==> src/rtl/rf_scoreboard_pkg.sv <==
// Shared decode-stage definitions: register file geometry, scoreboard sizing
// and the stall-reason encoding consumed by the perf counters.
package rf_scoreboard_pkg;
  localparam int RF_AWIDTH = 5;
  localparam int RF_DEPTH  = 1 << RF_AWIDTH;
  localparam int SB_CNT_W  = 2;
  // Sized to hold every counter saturated at once, so the total never wraps.
  localparam int SB_TOT_W  = $clog2((RF_DEPTH - 1) * ((1 << SB_CNT_W) - 1) + 1);

  typedef enum logic [1:0] {
    STALL_NONE = 2'd0,
    STALL_RS1  = 2'd1,
    STALL_RS2  = 2'd2,
    STALL_SAT  = 2'd3
  } stall_rsn_e;

  function automatic stall_rsn_e stall_rsn(input logic hz1, input logic hz2, input logic sat);
    if (hz1)      return STALL_RS1;
    else if (hz2) return STALL_RS2;
    else if (sat) return STALL_SAT;
    else          return STALL_NONE;
  endfunction
endpackage

==> src/rtl/sb_cnt.sv <==
// One register's pending-write counter: saturating up/down with clear,
// nonzero/saturated status and an underflow flag for a decrement at zero.
module sb_cnt
  import rf_scoreboard_pkg::*;
#(
  parameter int W = SB_CNT_W
) (
  input  logic gclk_i,
  input  logic grst_n_i,
  input  logic clr_i,
  input  logic inc_i,
  input  logic dec_i,
  output logic nz_o,
  output logic sat_o,
  output logic unf_o
);
  logic [W-1:0] cnt_q, cnt_d;

  assign nz_o  = (cnt_q != '0);
  assign sat_o = &cnt_q;
  assign unf_o = dec_i & ~nz_o;

  // A decrement at zero is dropped, so inc+dec from zero still nets +1.
  always_comb begin
    cnt_d = cnt_q;
    if (clr_i)
      cnt_d = '0;
    else begin
      unique case ({inc_i & ~sat_o, dec_i & nz_o})
        2'b10:   cnt_d = cnt_q + 1'b1;
        2'b01:   cnt_d = cnt_q - 1'b1;
        default: cnt_d = cnt_q;
      endcase
    end
  end

  always_ff @(posedge gclk_i) begin
    if (!grst_n_i) cnt_q <= '0;
    else           cnt_q <= cnt_d;
  end
endmodule

==> src/rtl/rf_scoreboard.sv <==
// Register-file scoreboard and issue interlock: per-register pending-write
// counters, RAW/saturation stall, total outstanding count and sticky error.
module rf_scoreboard
  import rf_scoreboard_pkg::*;
#(
  parameter int CNT_W = SB_CNT_W,
  parameter int TOT_W = SB_TOT_W
) (
  input  logic                 gclk_i,
  input  logic                 grst_n_i,
  input  logic                 id_valid_i,
  input  logic [RF_AWIDTH-1:0] rs1_addr_i,
  input  logic                 rs1_use_i,
  input  logic [RF_AWIDTH-1:0] rs2_addr_i,
  input  logic                 rs2_use_i,
  input  logic [RF_AWIDTH-1:0] rd_addr_i,
  input  logic                 rd_wen_i,
  input  logic                 wb_valid_i,
  input  logic [RF_AWIDTH-1:0] wb_addr_i,
  input  logic                 flush_i,
  output logic                 id_stall_o,
  output logic                 issue_o,
  output logic [RF_DEPTH-1:0]  busy_vec_o,
  output logic [TOT_W-1:0]     outstanding_o,
  output logic                 sb_err_o
);
  logic [RF_DEPTH-1:0] busy, sat_v, unf_v;
  logic                hz1, hz2, sat, do_inc, do_dec, dec_eff, unf;
  stall_rsn_e          rsn;
  logic [TOT_W-1:0]    tot_q, tot_d;
  logic                err_q, err_d;

  // x0 has no counter, so it can never be busy, saturated or underflow.
  assign busy[0]  = 1'b0;
  assign sat_v[0] = 1'b0;
  assign unf_v[0] = 1'b0;

  assign hz1        = rs1_use_i & busy[rs1_addr_i];
  assign hz2        = rs2_use_i & busy[rs2_addr_i];
  assign sat        = rd_wen_i & sat_v[rd_addr_i];
  assign rsn        = stall_rsn(hz1, hz2, sat);
  assign id_stall_o = id_valid_i & (rsn != STALL_NONE);
  assign issue_o    = id_valid_i & ~id_stall_o;

  assign do_inc = issue_o & rd_wen_i & (rd_addr_i != '0);
  assign do_dec = wb_valid_i & (wb_addr_i != '0);

  for (genvar r = 1; r < RF_DEPTH; r++) begin : g_cnt
    sb_cnt #(.W(CNT_W)) u_cnt (
      .gclk_i  (gclk_i),
      .grst_n_i(grst_n_i),
      .clr_i   (flush_i),
      .inc_i   (do_inc & (rd_addr_i == RF_AWIDTH'(r))),
      .dec_i   (do_dec & (wb_addr_i == RF_AWIDTH'(r))),
      .nz_o    (busy[r]),
      .sat_o   (sat_v[r]),
      .unf_o   (unf_v[r])
    );
  end

  assign unf     = |unf_v;
  assign dec_eff = do_dec & ~unf;

  always_comb begin
    tot_d = tot_q + TOT_W'(do_inc) - TOT_W'(dec_eff);
    if (flush_i) tot_d = '0;
    err_d = err_q | (unf & ~flush_i);
  end

  always_ff @(posedge gclk_i) begin
    if (!grst_n_i) begin
      tot_q <= '0;
      err_q <= 1'b0;
    end else begin
      tot_q <= tot_d;
      err_q <= err_d;
    end
  end

  assign busy_vec_o    = busy;
  assign outstanding_o = tot_q;
  assign sb_err_o      = err_q;
endmodule

==> config.mk <==
export PLATFORM = sky130hd
export DESIGN_NAME = rf_scoreboard
export DESIGN_NICKNAME = d
export VERILOG_FILES = /design/src/rtl/rf_scoreboard_pkg.sv /design/src/rtl/sb_cnt.sv /design/src/rtl/rf_scoreboard.sv
export SDC_FILE = /design/constraint.sdc
export NUM_CORES = 1
export LEC_CHECK = 0
export CORE_UTILIZATION = 30
export CTS_CLUSTER_DIAMETER = 50
export DETAILED_ROUTE_END_ITERATION = 10
export GPL_ROUTABILITY_DRIVEN = 0
export GPL_TIMING_DRIVEN = 0
export SKIP_LAST_GASP = 1
export SYNTH_ARGS = -nofsm -noshare
export SYNTH_HDL_FRONTEND = slang
export SYNTH_SLANG_ARGS = --single-unit
==> constraint.sdc <==
create_clock -name gclk_i -period 4.75 [get_ports gclk_i]
set_clock_uncertainty 0.1 [all_clocks]
set_input_delay 0.95 -clock gclk_i [delete_from_list [all_inputs] [get_ports gclk_i]]
set_output_delay 0.95 -clock gclk_i [all_outputs]
set_load 0.05 [all_outputs]
==> Word level (Yosys, flattened, before mapping) <==
Cells that the tools add are included.
{ "word_totals": {"register_bits": 70, "word_cells": 594, "in_bits": 28} }
{ "op_classes": {"n_eq_ne": 124, "n_addsub": 64, "muxes": 40, "n_reduce_logical": 98, "bitwise_logic": 232, "magnitude_cmp": 3} }
{ "ops": {"columns": ["cell", "count"], "rows": [
  ["1-bit bitwise AND", 165],
  ["5-bit equality test, second input constant", 32],
  ["2-bit nonzero test", 63],
  ["2-bit one-hot mux with 2 select lines", 31],
  ["5-bit by 4-bit equality test with 1-bit output, second input constant", 16],
  ["1-bit inverter", 66],
  ["2-bit by 1-bit adder with 2-bit output, second input constant", 31],
  ["2-bit by 1-bit equality test with 1-bit output, second input constant", 31],
  ["2-bit equality test, second input constant", 31],
  ["2-bit AND reduction", 31],
  ["2-bit by 1-bit subtractor with 2-bit output, second input constant", 31],
  ["5-bit by 3-bit equality test with 1-bit output, second input constant", 8],
  ["31-bit OR reduction", 1],
  ["5-bit by 2-bit equality test with 1-bit output, second input constant", 4],
  ["5-bit by 6-bit less-than comparator with 1-bit output, second input constant", 3],
  ["1-bit binary-select mux with 5-bit select", 3],
  ["5-bit by 1-bit equality test with 1-bit output, second input constant", 2],
  ["5-bit nonzero test", 2],
  ["7-bit by 1-bit adder with 7-bit output", 1],
  ["7-bit by 1-bit subtractor with 7-bit output", 1],
  ["2-bit 2-to-1 mux", 3],
  ["1-bit 2-to-1 mux", 3],
  ["2-bit OR reduction", 1],
  ["1-bit bitwise OR", 1]
]} }

==> Logic depth before layout (Yosys ltp) <==
{ "logic_depth": {"ltp_word": 17, "mapped_depth": 19, "ltp_nobuf": 17} }

==> Hierarchy <==
Synthesis repeated with hierarchy kept, for this count alone.
{ "unflattened": {"hier_cells": 752, "area_unflattened_um2": 5980.7} }
{ "by_module_without_submodules": {"columns": ["mod", "cells_per_inst", "instances", "area_each_um2", "seq_area_each_um2"], "rows": [
  ["sb_cnt", 16, 31, 130.1, 40.0],
  ["rf_scoreboard", 256, 1, 1946.9, 160.2]
]} }

==> Worst setup path before layout <==
Ideal clock, no wire load.
{ "synth_timing": {"path_kind": "input to register", "startpoint": "input port rs2_addr_i[0]", "endpoint": "register tot_q[6] (netlist: outstanding_o[6])", "stages": 17, "t_required_ps": 4522, "arrival_ps": 4530, "setup_ps": 128, "path_slack_ps": -8, "cell_sequence": "buf_2 mux4_2 a211oi_1 a311oi_1 nor4_1 clkbuf_1 nand3_1 ha_1 inv_1 ha_1 fa_1 a21o_1 a21oi_1 o21bai_1 a21oi_1 xnor2_1 nor2_1"} }
{ "synth_via": {"elab_chain_cells": 13} }
{ "synth_lines": {"columns": ["item", "line_no", "source"], "rows": [
  ["start: declaration", "rf_scoreboard.sv:14", "input logic [RF_AWIDTH-1:0] rs2_addr_i,"],
  ["1-bit binary-select mux with 5-bit select", "rf_scoreboard.sv:39", "assign hz2 = rs2_use_i & busy[rs2_addr_i];"],
  ["1-bit 2-to-1 mux (implied by the code)", "rf_scoreboard.sv:39", null],
  ["1-bit bitwise AND", "rf_scoreboard.sv:39", null],
  ["2-bit 2-to-1 mux", "rf_scoreboard_pkg.sv:19", "else if (hz2) return STALL_RS2;"],
  ["2-bit 2-to-1 mux", "rf_scoreboard_pkg.sv:18", "if (hz1) return STALL_RS1;"],
  ["2-bit nonzero test", "rf_scoreboard.sv:42", "assign id_stall_o = id_valid_i & (rsn != STALL_NONE);"],
  ["1-bit bitwise AND", "rf_scoreboard.sv:42", null],
  ["1-bit inverter", "rf_scoreboard.sv:43", "assign issue_o = id_valid_i & ~id_stall_o;"],
  ["1-bit bitwise AND", "rf_scoreboard.sv:43", null],
  ["1-bit bitwise AND (2 in series)", "rf_scoreboard.sv:45", "assign do_inc = issue_o & rd_wen_i & (rd_addr_i != '0);"],
  ["7-bit by 1-bit adder with 7-bit output", "rf_scoreboard.sv:65", "tot_d = tot_q + TOT_W'(do_inc) - TOT_W'(dec_eff);"],
  ["7-bit by 1-bit subtractor with 7-bit output", "rf_scoreboard.sv:65", null],
  ["end signal: assignment", "rf_scoreboard.sv:75", "tot_q <= tot_d;"],
  ["end: declaration", "rf_scoreboard.sv:30", "logic [TOT_W-1:0] tot_q, tot_d;"]
]} }
Every way passes these cells. The select of a mux whose other input is x is not followed.
A chain may end at the register's enable or synchronous reset.

==> Worst setup path in the final report <==
{ "layout_timing": {"startpoint": "input port rd_addr_i[1]", "endpoint": "output port id_stall_o"} }
{ "layout_via": {"elab_chain_cells": 8} }
{ "layout_lines": {"columns": ["item", "line_no", "source"], "rows": [
  ["start: declaration", "rf_scoreboard.sv:16", "input logic [RF_AWIDTH-1:0] rd_addr_i,"],
  ["1-bit binary-select mux with 5-bit select", "rf_scoreboard.sv:40", "assign sat = rd_wen_i & sat_v[rd_addr_i];"],
  ["1-bit 2-to-1 mux (implied by the code)", "rf_scoreboard.sv:40", null],
  ["1-bit bitwise AND", "rf_scoreboard.sv:40", null],
  ["2-bit 2-to-1 mux", "rf_scoreboard_pkg.sv:20", "else if (sat) return STALL_SAT;"],
  ["2-bit 2-to-1 mux", "rf_scoreboard_pkg.sv:19", null],
  ["2-bit 2-to-1 mux", "rf_scoreboard_pkg.sv:18", null],
  ["2-bit nonzero test", "rf_scoreboard.sv:42", null],
  ["1-bit bitwise AND", "rf_scoreboard.sv:42", null],
  ["end: declaration", "rf_scoreboard.sv:21", "output logic id_stall_o,"]
]} }
Every way passes these cells. The select of a mux whose other input is x is not followed.

==> results.sh <==
export IMPL_synth_top_area_share=0.236
export IMPL_fill_cells=2051
export IMPL_met1Wirelength_um=8570
export IMPL_rsz0062_at_grt="yes"
export IMPL_yosysSeqAreaShare=0.236
export IMPL_fp_row_count=51
export IMPL_cpMaxStageDelayCell="a2111oi_2"
export IMPL_firstDrtPassIters=6
export IMPL_endpoint_kind="output pin"
export IMPL_syn_area_um2=5930
export IMPL_grt_pass1_wl_um=31900
export IMPL_area_delta_synth_final_pct=25.0
export IMPL_min_period_ns=4.76
export IMPL_grt_max_degree=13
export IMPL_power_total_uw=1730
export IMPL_grt_pass1_vias=5797
export IMPL_vias=6211
export IMPL_initial_core_util=0.306
export IMPL_route_met3_wl_um=2090
export IMPL_overflow=0
export IMPL_die_height_um=143
export IMPL_clock_path_buffers=2
export IMPL_setup_ws_ns=-0.0128
export IMPL_peakVddDrop_mv=0.178
export IMPL_finalMaxSlewViolations=0
export IMPL_cap_violations=0
export IMPL_numCtsBuffers=9
export IMPL_violations="setup timing"
export IMPL_synthArstFlopShare=0
export IMPL_worstMarginPinSlew_ns=0.823
export IMPL_core_area_um2=19400
export IMPL_seq_area_um2=1400
export IMPL_r2r_cells=18
export IMPL_worstPathArrival_ns=3.71
export IMPL_chipWidth_um=143
export IMPL_diodes=0
export IMPL_holdPathStages=1
export IMPL_fin_crit_sh=1.00
export IMPL_postLayoutCellArea_um2=7410
export IMPL_synth_edff_count=0
export IMPL_pin_count=70
export IMPL_synth_distinct_cells=65
export IMPL_syn_area_per_cell_um2=7.78
export IMPL_drive_gt1_frac=0.146
export IMPL_multi_input_area_um2=4070
export IMPL_met2_length_um=8960
export IMPL_dp_cells=1090
export IMPL_fin_cells=1109
export IMPL_leakage_uw=0.00262
export IMPL_ys_ff_latch=70
export IMPL_ys_flop_type="dfxtp_1"
export IMPL_wl_um=20700
export IMPL_slew_limit_headroom=0.450
export IMPL_synth_warnings=0
export IMPL_synthTopCellsByCount="70 x dfxtp_1, 64 x nor2_1, 51 x a21oi_1, 41 x nand3_1, 41 x nor3_1"
export IMPL_die_area_um2=20300
export IMPL_startpoint_type="primary input"
export IMPL_path_common_cell="buf_4"
export IMPL_drc=0
export IMPL_gr_usage_all_layers=0.207
export IMPL_crit_required_ns=3.70
export IMPL_htree_levels=3
export IMPL_synth_top_cell_by_area="dfxtp_1"
export IMPL_crit_fanout=10
export IMPL_cts_tree="done"
export IMPL_hold_path_class="flip-flop to flip-flop"
export IMPL_status="finished with violations"
export IMPL_clkSinkCount=70
export IMPL_syn_nets=829
export IMPL_netlist_instances=762
export IMPL_post_synth_top_count_cell="dfxtp_1"
export IMPL_cts_root_buf="clkbuf_16"
export IMPL_antenna_found_initial=0
export IMPL_detail_route_iter0_violations=632
export IMPL_place_ws_ns=-1.40
export IMPL_hpwl_um=15600
export IMPL_critPathMaxStageDelay_ns=0.54
export IMPL_ant_nets=0
export IMPL_hold_buffers=0
export IMPL_setup_violations=1
export IMPL_nNetsFinal=906
export IMPL_pwr_density_cell_nw_per_um2=233
export IMPL_hold_viol_final=0
export IMPL_path_clk_slew_ns=0.06
export IMPL_synthTopCellsByArea="dfxtp_1 24%, ha_1 8.0%, xnor2_1 5.2%, xor2_1 4.9%, a21oi_1 4.3%"
export IMPL_fmax_mhz=210
export IMPL_io_buffer_count=63
export IMPL_critPathKind="primary input to output pin"
export IMPL_vias_per_cell=5.60
export IMPL_avgRoutedWirePerCell_um=18.7
export IMPL_place_area_um2=6900
export IMPL_clock_latency_ns=0.35
export IMPL_routed_top_layer="met4"
export IMPL_cp_cell_sequence="dlygate4sd2_1 > buf_4 > a31oi_1 > mux4_2 > a2111oi_2 > nor4_4 > buf_4 > a21boi_0 > clkdlybuf4s15_2"
## routing by layer
| layer | vias to the layer above | track usage |
|---|---|---|
| li1 | 2893 | - |
| met2 | 367 | 0.315 |
| met4 | 0 | 0.125 |
| met3 | 77 | 0.0414 |
| met1 | 2874 | 0.268 |
| met5 | - | 0 |
## where the power goes
part	internal, uW	switching [uW]	leakage, uW
sequential	601	11.0	0.000565
clock	434	264	0.000144
combinational	160	259	0.00191
total	1190	534	0.00262
## placed cells by master, fill, tap and decap left out, types with 8 or more instances in the layout
| cell | Yosys | layout |
|---|---|---|
| inv_1 | 36 | 36 |
| or3_1 | 34 | 34 |
| ha_1 | 38 | 38 |
| a21oi_1 | 51 | 49 |
| clkdlybuf4s50_1 | 0 | 53 |
| dfxtp_1 | 70 | 70 |
| nand3_1 | 41 | 41 |
| clkbuf_16 | 0 | 9 |
| nor3_1 | 41 | 40 |
| nor2_1 | 64 | 64 |
| or2_2 | 10 | 10 |
| mux4_2 | 10 | 10 |
| a2111oi_0 | 23 | 23 |
| a31oi_1 | 8 | 8 |
| xnor2_1 | 35 | 35 |
| buf_4 | 33 | 43 |
| nor3b_1 | 9 | 9 |
| clkbuf_1 | 32 | 21 |
| nand2_1 | 31 | 28 |
| xor2_1 | 33 | 33 |
| o21ai_0 | 38 | 38 |
## cells by family after synthesis
logic type / Yosys count / synth area share
multiplexers: 11 / 0.0397
adder cells (fa/ha/maj): 39 / 0.0836
flip-flops: 70 / 0.236
AND/OR/NAND/NOR: 287 / 0.257
buffers and inverters: 117 / 0.0971
other: 1 / 0.000633
AO/OA/AOI/OAI: 169 / 0.185
XOR/XNOR: 68 / 0.100
## layout make-up
class / count / area share
Tap cell: 265 / 0.0447
Timing Repair Buffer: 69 / 0.0908
Multi-Input combinational cell: 575 / 0.549
Sequential cell: 70 / 0.189
Clock buffer: 11 / 0.0341
Inverter: 39 / 0.0198
Buffer: 75 / 0.0652
Clock inverter: 5 / 0.00777
## worst paths after layout
path,startpoint,end,slack (ns)
worst max-delay path,rd_addr_i[1],id_stall_o,-0.01
worst min-delay path,sb_err_o,sb_err_o,0.39
worst max register to register,g_cnt[13].u_cnt.cnt_q[0],outstanding_o[6],0.44
worst min register to register,sb_err_o,sb_err_o,0.39
## critical path, delay by kind of cell
family	cells	cell delay (ns)
simple gates	1	0.10
compound gates	3	0.88
buf+inv	4	1.24
mux	1	0.52
## registers in the layout, indices dropped and copies added, names as in the netlist
| register | cells |
|---|---|
| sb_err_o | 1 |
| g_cnt.u_cnt.cnt_q | 62 |
| outstanding_o | 7 |
## what timing repair did
item                                    4_1_cts  5_1_grt
gates cloned                                  0        0
pin swaps                                     5        5
endpoints found under the setup margin        8        5
resized for setup                            50       22
setup buffers                                 4        2
## metrics by stage
step | setup TNS (ns) | util | hold slack [ns]
final | -0.0128 | 0.382 | 0.386
after floorplan | 0 | - | 0.366
after detailed placement | -14.87 | 0.356 | 0.371
after global routing | -0.181 | 0.382 | 0.409
after global placement | -13.85 | 0.356 | 0.372
after CTS | -0.113 | 0.380 | 0.390
Note: power is estimated with default switching activity, not from simulation.
